## src/rtl/round_robin_arbiter2to1.sv

```systemverilog
// round_robin_arbiter2to1
//
// Purpose:
//   Two-requester round-robin arbiter that sits directly upstream of a 2-to-1
//   multiplexer. It hands the mux path to one requester at a time. Ties go to
//   the requester that was not served last. A requester holding the grant is
//   preempted after MAX_HOLD consecutive cycles in which the other side is also
//   requesting, so a waiting requester never waits more than MAX_HOLD cycles.
//   Every output comes straight from a flop, so the mux select cannot glitch.
//
// Parameters:
//   MAX_HOLD    - maximum consecutive contested cycles one requester keeps the
//                 grant (legal range 1..2**COUNT_WIDTH)
//   COUNT_WIDTH - width of the internal hold counter
//
// Ports:
//   clock        in   system clock; all state changes on its rising edge
//   reset        in   synchronous active-high reset
//   request[1:0] in   request[n]=1 means requester n wants the mux path
//   grant[1:0]   out  one-hot or zero; grant[n]=1 means requester n owns the path
//   selection    out  mux select; 0 picks input 0, 1 picks input 1
//   grant_valid  out  grant[0] | grant[1]
//   grant_change out  one-cycle pulse in the first cycle of every new grant

module round_robin_arbiter2to1 #(
  parameter int MAX_HOLD    = 4,
  parameter int COUNT_WIDTH = 3
) (
  input  logic       clock,
  input  logic       reset,
  input  logic [1:0] request,
  output logic [1:0] grant,
  output logic       selection,
  output logic       grant_valid,
  output logic       grant_change
);

  typedef enum logic [1:0] {
    IDLE = 2'b00,
    GNT0 = 2'b01,
    GNT1 = 2'b10
  } arbState_e;

  // Counter value at which a contested holder loses the grant on the next edge.
  localparam logic [COUNT_WIDTH-1:0] HOLD_LAST = COUNT_WIDTH'(MAX_HOLD - 1);

  arbState_e              state_q, state_d;
  logic [COUNT_WIDTH-1:0] holdCount_q, holdCount_d;
  logic                   lastServed_q, lastServed_d;
  logic [1:0]             grant_q, grant_d;
  logic                   selection_q, selection_d;
  logic                   grantValid_q, grantValid_d;
  logic                   grantChange_q, grantChange_d;
  logic                   enterGrant;

  // Next-state logic. From IDLE the lone requester wins, and a tie goes to the
  // requester that was not served last. While a grant is held, the holder keeps
  // it until it drops its request (the path passes straight to the other side
  // if that side is waiting) or until the other side has been waiting long
  // enough that the hold counter reaches its limit.
  always_comb begin
    state_d      = state_q;
    holdCount_d  = holdCount_q;
    lastServed_d = lastServed_q;

    case (state_q)
      IDLE: begin
        case (request)
          2'b01:   state_d = GNT0;
          2'b10:   state_d = GNT1;
          2'b11:   state_d = lastServed_q ? GNT0 : GNT1;
          default: state_d = IDLE;
        endcase
      end

      GNT0: begin
        if (!request[0]) begin
          state_d = request[1] ? GNT1 : IDLE;
        end else if (request[1]) begin
          if (holdCount_q == HOLD_LAST) begin
            state_d = GNT1;
          end else begin
            holdCount_d = holdCount_q + COUNT_WIDTH'(1);
          end
        end else begin
          holdCount_d = '0;
        end
      end

      GNT1: begin
        if (!request[1]) begin
          state_d = request[0] ? GNT0 : IDLE;
        end else if (request[0]) begin
          if (holdCount_q == HOLD_LAST) begin
            state_d = GNT0;
          end else begin
            holdCount_d = holdCount_q + COUNT_WIDTH'(1);
          end
        end else begin
          holdCount_d = '0;
        end
      end

      default: state_d = IDLE;
    endcase

    // A new grant always starts a fresh hold window and records its owner.
    if (enterGrant) begin
      holdCount_d  = '0;
      lastServed_d = (state_d == GNT1);
    end
  end

  // A new grant begins when the next state is a grant state other than the
  // current one. This covers entry from IDLE and the direct GNT0<->GNT1 handoff.
  assign enterGrant = (state_d != state_q) && (state_d != IDLE);

  // Output values for the next cycle. They come from the next state so that the
  // registered outputs line up with the state register. selection changes only
  // when a new grant starts and keeps its last value through IDLE.
  always_comb begin
    grant_d       = {state_d == GNT1, state_d == GNT0};
    grantValid_d  = (state_d != IDLE);
    grantChange_d = enterGrant;
    selection_d   = selection_q;
    if (enterGrant) begin
      selection_d = (state_d == GNT1);
    end
  end

  // State and output registers. Reset abandons any grant at once with no pulse.
  // It sets lastServed to 1 so that requester 0 wins the first tie.
  always_ff @(posedge clock) begin
    if (reset) begin
      state_q       <= IDLE;
      holdCount_q   <= '0;
      lastServed_q  <= 1'b1;
      grant_q       <= 2'b00;
      selection_q   <= 1'b0;
      grantValid_q  <= 1'b0;
      grantChange_q <= 1'b0;
    end else begin
      state_q       <= state_d;
      holdCount_q   <= holdCount_d;
      lastServed_q  <= lastServed_d;
      grant_q       <= grant_d;
      selection_q   <= selection_d;
      grantValid_q  <= grantValid_d;
      grantChange_q <= grantChange_d;
    end
  end

  assign grant        = grant_q;
  assign selection    = selection_q;
  assign grant_valid  = grantValid_q;
  assign grant_change = grantChange_q;

endmodule

```

## config.mk

```make
export PLATFORM = sky130hd
export DESIGN_NAME = round_robin_arbiter2to1
export DESIGN_NICKNAME = d
export VERILOG_FILES = /design/src/rtl/round_robin_arbiter2to1.sv
export SDC_FILE = /design/constraint.sdc
export NUM_CORES = 1
export LEC_CHECK = 0
export ABC_AREA = 1
export BUFFER_PORTS_ARGS = -buffer_cell sky130_fd_sc_hd__buf_2
export CELL_PAD_IN_SITES_DETAIL_PLACEMENT = 1
export CELL_PAD_IN_SITES_GLOBAL_PLACEMENT = 1
export CORE_UTILIZATION = 36
export CTS_BUF_LIST = sky130_fd_sc_hd__clkbuf_8
export DETAILED_ROUTE_END_ITERATION = 12
export PLACE_DENSITY_LB_ADDON = 0.1
export SYNTH_ARGS = -nofsm -noshare
export SYNTH_HDL_FRONTEND = slang
export SYNTH_SLANG_ARGS = --single-unit
```

## constraint.sdc

```tcl
create_clock -name clock -period 1.95 [get_ports clock]
set_input_delay 0.195 -clock clock [delete_from_list [all_inputs] [get_ports clock]]
set_output_delay 0.195 -clock clock [all_outputs]
set_load 0.005 [all_outputs]
```

==> results.toml, run 1 <==
[sta]
setup_viol = 0
fmax_mhz = 748
slew_headroom = 0.869
maxSlewViolCount = 0
post-route-period-util = 0.686
finalSetupTns_ns = 0
tightest_slew_ns = 0.196
worst_slack_ns = 0.612
rsz0062_at_grt = "no"
hold_viol_final = 0
fin_crit_ns = 1.34
fin_skew_ns = 0.00107

[setup_path]
arrival_ns = 1.46
cpMaxStageDelayCell = "dfxtp_1"
crit_chain = "ha_1, nand2_1, nand2_1, nand2_1, nand2_2, inv_2, nand2_1, nand2_2, nand2_1"
worstPathRequired_ns = 2.08
max_stage_delay_ns = 0.32
cpMostUsedCell = "nand2_1"
start_kind = "flop"
end_kind = "flop"
critical_path.max_fanout = 4
cp_top_family = "simple AND/OR/NAND/NOR gates"
criticalPathCategory = "reg2reg"
crit_buf_inv = 1

[clock_network]
cts.path.max_buffers = 2
clk_latency_ns = 0.24
cts_buffers = 3
cts.root.buffer_cell = "clkbuf_8"
cts_tree = "built"
clkSinkCount = 11
holdBufCountCts = 0
clkTransAtPathRegs_ns = 0.05
post-cts-setup-buffers = 0
ctsResizeCount = 0
h-tree-depth = 1

[min_path]
hold_path.class = "in2reg"

[synth]
synth_edf_count = 0
synth.distinct_cells = 16
synthesis.nets = 80
yosysTopAreaCell = "dfxtp_1"
synth-seq-cells = 11
syn_area_sq_um = 519
synth_top_area_frac = 0.424
ys_warn_count = 0
synth.area.top_cells = "dfxtp_1, nand2_1, inv_1, nand3_1, nand2_2"
yosysSeqAreaShare = 0.424
netlist_instances = 75
synth_flop_cell = "dfxtp_1"
async_flop_share = 0
avgSynthCellArea_sq_um = 6.92

[final_layout]
antenna_cells = 0
drive_above_1_share = 0.241
syn2layout_area_growth_pct = 20.0
finalNetCount = 93
multi_input_area_sq_um = 239
register_area_sq_um = 220
fillers = 180

[run]
drv_cap = 0

[global_route]
track_usage = 0.177
grt_pass1_vias = 431
grt_overflow_total = 0
grt_max_degree = 8
grt_pass1_wl_mm = 1.78
antenna_found_initial = 0

[routing]
wl_mm = 1.08
firstDrtPassIters = 4
vias = 467
remaining_drc_errors = 0
antenna_left = 0
drtIter0Drc = 7
routed_via_density = 4.58
wire_per_inst_um = 10.6

[floorplanning]
pin_count = 9
core_sq_mm = 0.00132
dieArea_sq_mm = 0.00160
die_w_um = 40.0
row_count = 13
die_h_um = 40.0
initial_core_util = 0.394

[pwr]
p_per_area_mw_per_mm2 = 954
ir_drop_v = 0.000487
clock_power_share = 0.369
p_leak_nw = 0.352
switching_share = 0.278
combPwrFrac = 0.192
p_seq_frac = 0.438
p_int_uw = 429
netSwitchingPower_uw = 165

[placed_design]
hpwlAfterDp_um = 868
place_congestion = 0.680
dpl_worst_slack_ns = 0.627
numPortBuffers = 8

[run_status]
outcome = "complete, no violations"
[cells by family (layout without fill, tap and decap cells)]
logic type | after synthesis | in the layout | share of synthesized area
buf+inv | 16 | 28 | 0.116
fa+ha+maj | 1 | 1 | 0.0241
flops | 11 | 11 | 0.424
xor+xnor | 1 | 1 | 0.0169
simple gates | 41 | 41 | 0.354
compound gates | 5 | 5 | 0.0651
[worst register-to-register path: cells and delay by family (launching register included)]
kind                     cells  cell delay, ns
flip-flops                   1            0.32
adder cells (fa/ha/maj)      1            0.22
buffers and inverters        1            0.08
AND/OR/NAND/NOR              7            0.60
[area by class of cell]
type	count	area share
multi-input cells	48	0.384
flip-flops and latches	11	0.353
inverters	16	0.0964
clock buffers	3	0.0663
repair buffers	8	0.0643
well taps	15	0.0301
clock inverters	1	0.00602
[flip-flops by register name, summed over array words and instances, names as in the netlist]
signal and count:
grant 2, holdCount_q 3, state_q 2, grant_valid 1, grant_change 1, lastServed_q 1
selection 1
[power by group through the flow]
| stage | Combinational, mW | Sequential, mW | Clock, mW |
|---|---|---|---|
| after floorplan | 0.0749 | 0.265 | 0 |
| after global placement | 0.113 | 0.264 | 0 |
| after detailed placement | 0.116 | 0.265 | 0 |
| final | 0.114 | 0.261 | 0.219 |
| after global routing | 0.130 | 0.263 | 0.234 |
| after CTS | 0.117 | 0.261 | 0.225 |
[final timing paths]
check	from	end	slack [ns]	cells after the start
setup / recovery	holdCount_q[0]	grant_valid	0.61	9
setup reg to reg	holdCount_q[0]	grant_valid	0.61	9
hold reg to reg	holdCount_q[2]	holdCount_q[2]	0.44	2
hold / removal	reset	grant_change	0.16	2
[cells in the final DEF (no fill, tap or decap), drive strengths merged]
cell,count
a21oi,2
buf,8
clkbuf,3
dfxtp,11
ha,1
inv,17
nand2,26
nand3,8
nor2,7
o211ai,1
o21ai,1
o21bai,1
xor2,1
[layer usage]
layer / vias up / global-route usage / wire length (um)
met5: - / 0 / 0
met4: 0 / 0.103 / 15
met3: 2 / 0.0667 / 67
met2: 13 / 0.246 / 450
met1: 202 / 0.229 / 551
li1: 250 / - / -
[synthesized netlist by cell type, types with 2 or more instances]
cell / n
inv_2: 2
nand2_1: 21
inv_1: 14
dfxtp_1: 11
nand2_2: 5
nand3_1: 7
nor2_1: 6
[per-stage QoR]
stage                     power, mW  utilization  instance area (sq um)  instances  hold WS, ns
final                         0.594        0.473                    623        102        0.160
after CTS                     0.603        0.473                    623        102        0.160
after detailed placement      0.381        0.439                    578         98        0.409
after global placement        0.376        0.439                    578         98        0.408
after floorplan               0.340            -                    519         75        0.264
after global routing          0.628        0.473                    623        102        0.166
No activity file was read; power rests on OpenSTA's default activity.
==> run 2: changes to the inputs <==
Settings changed: ABC_AREA 1 to 0.
Clock period 1.95 ns to 1.32 ns, I/O delays scaled along.
==> run 2 against run 1 <==
Wire length up 43%; final area up 35%; combinational power up 18%; area after synthesis up 29%; fmax up 4.3%; sequential power up 41%; final cell count up 7.8%; clock skew up 0.0039 ns; worst hold slack better by 0.022 ns; largest power group unchanged.
==> results.toml, run 2 <==
[placed_design]
placed_cells = 106
place_congestion = 0.780
hpwlAfterDp_mm = 1.09
numPortBuffers = 8

[setup_path]
start_kind = "flop"
critical_path.max_fanout = 7
criticalPathCategory = "reg2reg"
max_stage_delay_ns = 0.35
crit_chain = "ha_4, and3b_2, o21a_1, a311o_1"
worstPathRequired_ns = 1.45
worstRegToRegCells = 4
arrival_ns = 1.41
end_kind = "flop"
cpMaxStageDelayCell = "dfxtp_4"

[sta]
fmax_mhz = 780
rsz0062_at_grt = "yes"
slew_headroom = 0.795
fin_skew_ns = 0.00497
fin_crit_ns = 1.28
maxSlewViolCount = 0
tightest_slew_ns = 0.306
setup_viol = 0
post-route-period-util = 0.972
hold_viol_final = 0

[synth]
synthesis.nets = 76
synth_flop_cell = "dfxtp_1"
synth.area.top_cells = "dfxtp_1, a21oi_1, inv_1, o2111a_1, o21a_1"
async_flop_share = 0
synth.distinct_cells = 37
synthAdderAreaFrac = 0.0187
netlist_instances = 71
ys_warn_count = 0
synth_top_family_by_area = "compound AO/OA/AOI/OAI gates"
yosysMostFrequentCell = "dfxtp_1"
avgSynthCellArea_sq_um = 9.41
synth_top_area_frac = 0.330
synth_mux_area_frac = 0.0150
syn_area_sq_um = 668
synth_compound_area_frac = 0.337
synth-seq-cells = 11
synth_edf_count = 0
synthTopCellsByCount = "dfxtp_1, a21oi_1, inv_1, nand2_1, o21a_1"
synth-simple-area-share = 0.212
synth-xor-area-share = 0
yosysSeqAreaShare = 0.330
yosysTopAreaCell = "dfxtp_1"

[final_layout]
layout_commonest_cell = "buf_2"
antenna_cells = 0
finalNetCount = 91
stdcell_count = 110
syn2layout_area_growth_pct = 26.2
drive_above_1_share = 0.424
final_cell_mix = "buf_2, inv_1, a21oi_1, dfxtp_1, buf_4"
register_area_sq_um = 231
fillers = 209
largest_register = "holdCount_q"
largest_reg_flops = 3
multi_input_area_sq_um = 417

[pwr]
p_per_area_mw_per_mm2 = 998
finalPower_uw = 842
p_leak_nw = 0.336
ir_drop_v = 0.000692

[global_route]
antenna_found_initial = 0
grt_pass1_wl_mm = 2.57
grt_max_degree = 15
grt_pass1_vias = 544
track_usage = 0.179
grt_overflow_total = 0

[clock_network]
clk_latency_ns = 0.24
post-cts-setup-buffers = 0
cts.path.max_buffers = 2
cts.root.buffer_cell = "clkbuf_8"
cts_tree = "built"
cts_buffers = 3
clkSinkCount = 11
h-tree-depth = 1
clkTransAtPathRegs_ns = 0.05

[routing]
vias = 584
antenna_left = 0
wl_mm = 1.55
drtIter0Drc = 6
firstDrtPassIters = 4
routed_via_density = 5.31
wl_met1_um = 748
top_layer_used = "met4"
routed-wl-met3_um = 59
remaining_drc_errors = 0
wire_per_inst_um = 14.1
wl_met2_um = 734

[floorplanning]
die_w_um = 45.1
initial_core_util = 0.387
die_h_um = 45.1
row_count = 15
pin_count = 9
dieArea_sq_mm = 0.00203
core_sq_mm = 0.00173

[min_path]
min_path_cells = 2
hold_path.class = "in2reg"

[run_status]
outcome = "complete, no violations"

[run]
drv_cap = 0
-- run 2: cell types whose count changed in the layout (fill, tap and decap cells not counted), sizes merged, moves of 3 or more --
| cell | change |
|---|---|
| o21a | +3 |
| buf | +7 |
| a21oi | +5 |
| nand3 | -7 |
| nand3b | +3 |
| nor2 | -7 |
| nand2b | +3 |
| inv | -10 |
| nand2 | -23 |
-- run 2: kinds of logic after synthesis --
group | count (synthesis)
buf+inv | 11
simple gates | 19
compound gates | 28
flops | 11
fa+ha+maj | 1
mux | 1
-- run 2: worst max-delay path: cells and delay by family, from the launching register on --
| family | cells | cell delay (ns) |
|---|---|---|
| flops | 1 | 0.35 |
| fa+ha+maj | 1 | 0.18 |
| simple gates | 1 | 0.22 |
| compound gates | 2 | 0.43 |
-- run 2: where the power goes --
part           internal (mW)  switching [mW]  leakage (nW)  total, mW
Combinational         0.0648          0.0705         0.215      0.135
Clock                  0.205           0.135        0.0269      0.340
Sequential             0.350          0.0163        0.0935      0.367
Total                  0.620           0.222         0.336      0.842
-- run 2: layout make-up --
| cell class | count | area share |
|---|---|---|
| clock buffer | 3 | 0.0490 |
| multi-input combinational | 49 | 0.494 |
| inverter | 6 | 0.0267 |
| sequential | 11 | 0.274 |
| tap | 25 | 0.0371 |
| timing repair buffer | 15 | 0.114 |
| clock inverter | 1 | 0.00445 |
-- run 2: timing repair --
item                                    4_1_cts  5_1_grt
hold buffers                                  0        0
endpoints found under the setup margin        3        6
pin swaps                                     0        6
gates resized for setup                       3       11
-- run 2: final timing paths --
check / start / to / slack, ns
worst max-delay path: holdCount_q[1] / lastServed_q / 0.04
worst min-delay path: reset / grant_change / 0.18
worst max register to register: holdCount_q[1] / lastServed_q / 0.04
worst min register to register: selection / selection / 0.46
-- run 2: metrics by stage --
stage	area, sq um	TNS [ns]	utilization	hold slack, ns	setup slack, ns
floorplan	681	0	-	0.383	0.00718
global placement	768	-0.00251	0.445	0.431	-0.00251
detailed placement	768	-0.0388	0.445	0.434	-0.0278
CTS	818	-0.0252	0.474	0.179	-0.0252
global route	843	0	0.488	0.207	0.00244
finish	843	0	0.488	0.182	0.0373
-- run 2: routing by layer --
| metal | up-vias | GRT usage |
|---|---|---|
| li1 | 293 | - |
| met1 | 279 | 0.233 |
| met2 | 10 | 0.278 |
| met3 | 2 | 0.0600 |
| met4 | 0 | 0.0545 |
| met5 | - | 0 |
==> run 3: changes to the inputs <==
Settings changed: CTS_BUF_LIST sky130_fd_sc_hd__clkbuf_8 to default.
==> run 3 against run 2 <==
Core utilization increased by 0.14 points; global-route usage increased by 0.50 points; wire length decreased by 0.84%; first-iteration DRC count decreased by 67%; via count increased by 0.34%; clock power decreased by 29%; die area unchanged; final cell count increased by 0.91%; critical path type unchanged; largest cell class unchanged.
==> results.toml, run 3 (synthesis results as in run 2) <==
[sta]
fin_skew_ns = 0.00343
post-route-period-util = 0.976
slew_headroom = 0.821
rsz0062_at_grt = "yes"
worst_slack_ns = 0.0311
fmax_mhz = 776
finalSetupTns_ns = 0
hold_viol_final = 0
fin_hold_ws_ns = 0.153
maxSlewViolCount = 0
fin_crit_ns = 1.29
tightest_slew_ns = 0.269
setup_viol = 0

[global_route]
track_usage = 0.184
grt_pass1_vias = 544
grt_max_degree = 15
antenna_found_initial = 0
grt_overflow_total = 0
grt_pass1_wl_mm = 2.66

[clock_network]
cts_tree = "built"
clkSinkCount = 11
holdBufCountCts = 0
clk_latency_ns = 0.27
cts.path.max_buffers = 2
clkTransAtPathRegs_ns = 0.08
h-tree-depth = 1
cts.root.buffer_cell = "clkbuf_4"
cts_buffers = 3

[routing]
drtIter0Drc = 2
wl_mm = 1.54
vias = 586
remaining_drc_errors = 0
firstDrtPassIters = 4
routed_via_density = 5.28
wire_per_inst_um = 13.9
antenna_left = 0

[setup_path]
critPathCapture = "lastServed_q"
cp-startpoint = "holdCount_q[1]"
critical_path.max_fanout = 7
timing.rr.end = "lastServed_q"
worstPathRequired_ns = 1.49
end_kind = "flop"
worstRegToRegCells = 4
regToRegSetupSlack_ns = 0.03
start_kind = "flop"
r2r-start = "holdCount_q[1]"
criticalPathCategory = "reg2reg"
arrival_ns = 1.46

[placed_design]
numPortBuffers = 8
place_congestion = 0.780
hpwlAfterDp_mm = 1.09
dpl_cell_area_sq_um = 768
dpl_worst_slack_ns = -0.0278

[floorplanning]
row_count = 15
pin_count = 9
core_sq_mm = 0.00173
initial_core_util = 0.387
die_h_um = 45.1
dieArea_sq_mm = 0.00203
die_w_um = 45.1

[final_layout]
antenna_cells = 0
syn2layout_area_growth_pct = 26.6
fin_area_sq_um = 846
final_cell_mix = "buf_2, a21oi_1, buf_4, inv_1, dfxtp_1"
layout_commonest_cell = "buf_2"
largest_reg_flops = 3
finalNetCount = 92
drive_above_1_share = 0.430
largest_register = "holdCount_q"

[pwr]
ir_drop_v = 0.000498
finalPower_uw = 747
p_leak_nw = 0.332
p_per_area_mw_per_mm2 = 884

[run]
drv_cap = 0

[min_path]
hold_path.class = "in2reg"

[run_status]
outcome = "complete, no violations"
[run 3: changes by cell type in the layout (fill, tap and decap cells not counted)]
cell      delta
a211o_2      -1
a211o_4      +1
a31oi_2      -1
a31oi_4      +1
buf_4        +1
clkbuf_1     +1
clkbuf_4     +3
clkbuf_8     -3
dfxtp_2      -1
dfxtp_4      +1
inv_1        -1
nor2b_2      +1
nor2b_4      -1
[run 3: how the worst min path moves through the flow]
stage | endpoint | from | cells after the start
finish | holdCount_q[2] | reset | 2
global route | holdCount_q[2] | reset | 2
CTS | grant_change | reset | 2
detailed placement | grant_change | reset | 2
global placement | holdCount_q[2] | reset | 2
floorplan | holdCount_q[2] | reset | 2
[run 3: layout make-up]
type	instances	area (sq um)
Timing Repair Buffer	16	104
Fill cell	201	881
Multi-Input combinational cell	49	428
Clock buffer	4	26.3
Inverter	6	22.5
Sequential cell	11	234
Tap cell	25	31.3
[run 3: per-layer routing]
| metal | GRT usage | vias to the layer above | part of all wire |
|---|---|---|---|
| met1 | 0.236 | 279 | 0.49 |
| met5 | 0 | - | 0 |
| met2 | 0.293 | 6 | 0.47 |
| met3 | 0.0600 | 2 | 0.023 |
| met4 | 0.0545 | 0 | 0.0084 |
| li1 | - | 299 | - |
[run 3: through the flow]
stage | util | std cells
after global routing | 0.490 | 111
after CTS | 0.464 | 110
after floorplan | - | 71
after global placement | 0.445 | 106
after detailed placement | 0.445 | 106
final | 0.490 | 111
[run 3: worst max-delay path: stages (launching register included)]
cell and delay [ns]:
dfxtp_4 0.36, ha_4 0.18, and3b_2 0.22, o21a_1 0.17, a311o_1 0.26
[run 3: report_power, final]
part | internal [mW] | switching, mW | leakage (nW)
registers | 0.348 | 0.0142 | 0.0938
clock network | 0.117 | 0.123 | 0.0150
logic | 0.0692 | 0.0757 | 0.223
[run 3: what timing repair did]
action | 4_1_cts | 5_1_grt
pin swaps | 0 | 6
resized for setup | 5 | 11
setup buffers | 0 | 1
endpoints found under the setup margin | 4 | 6
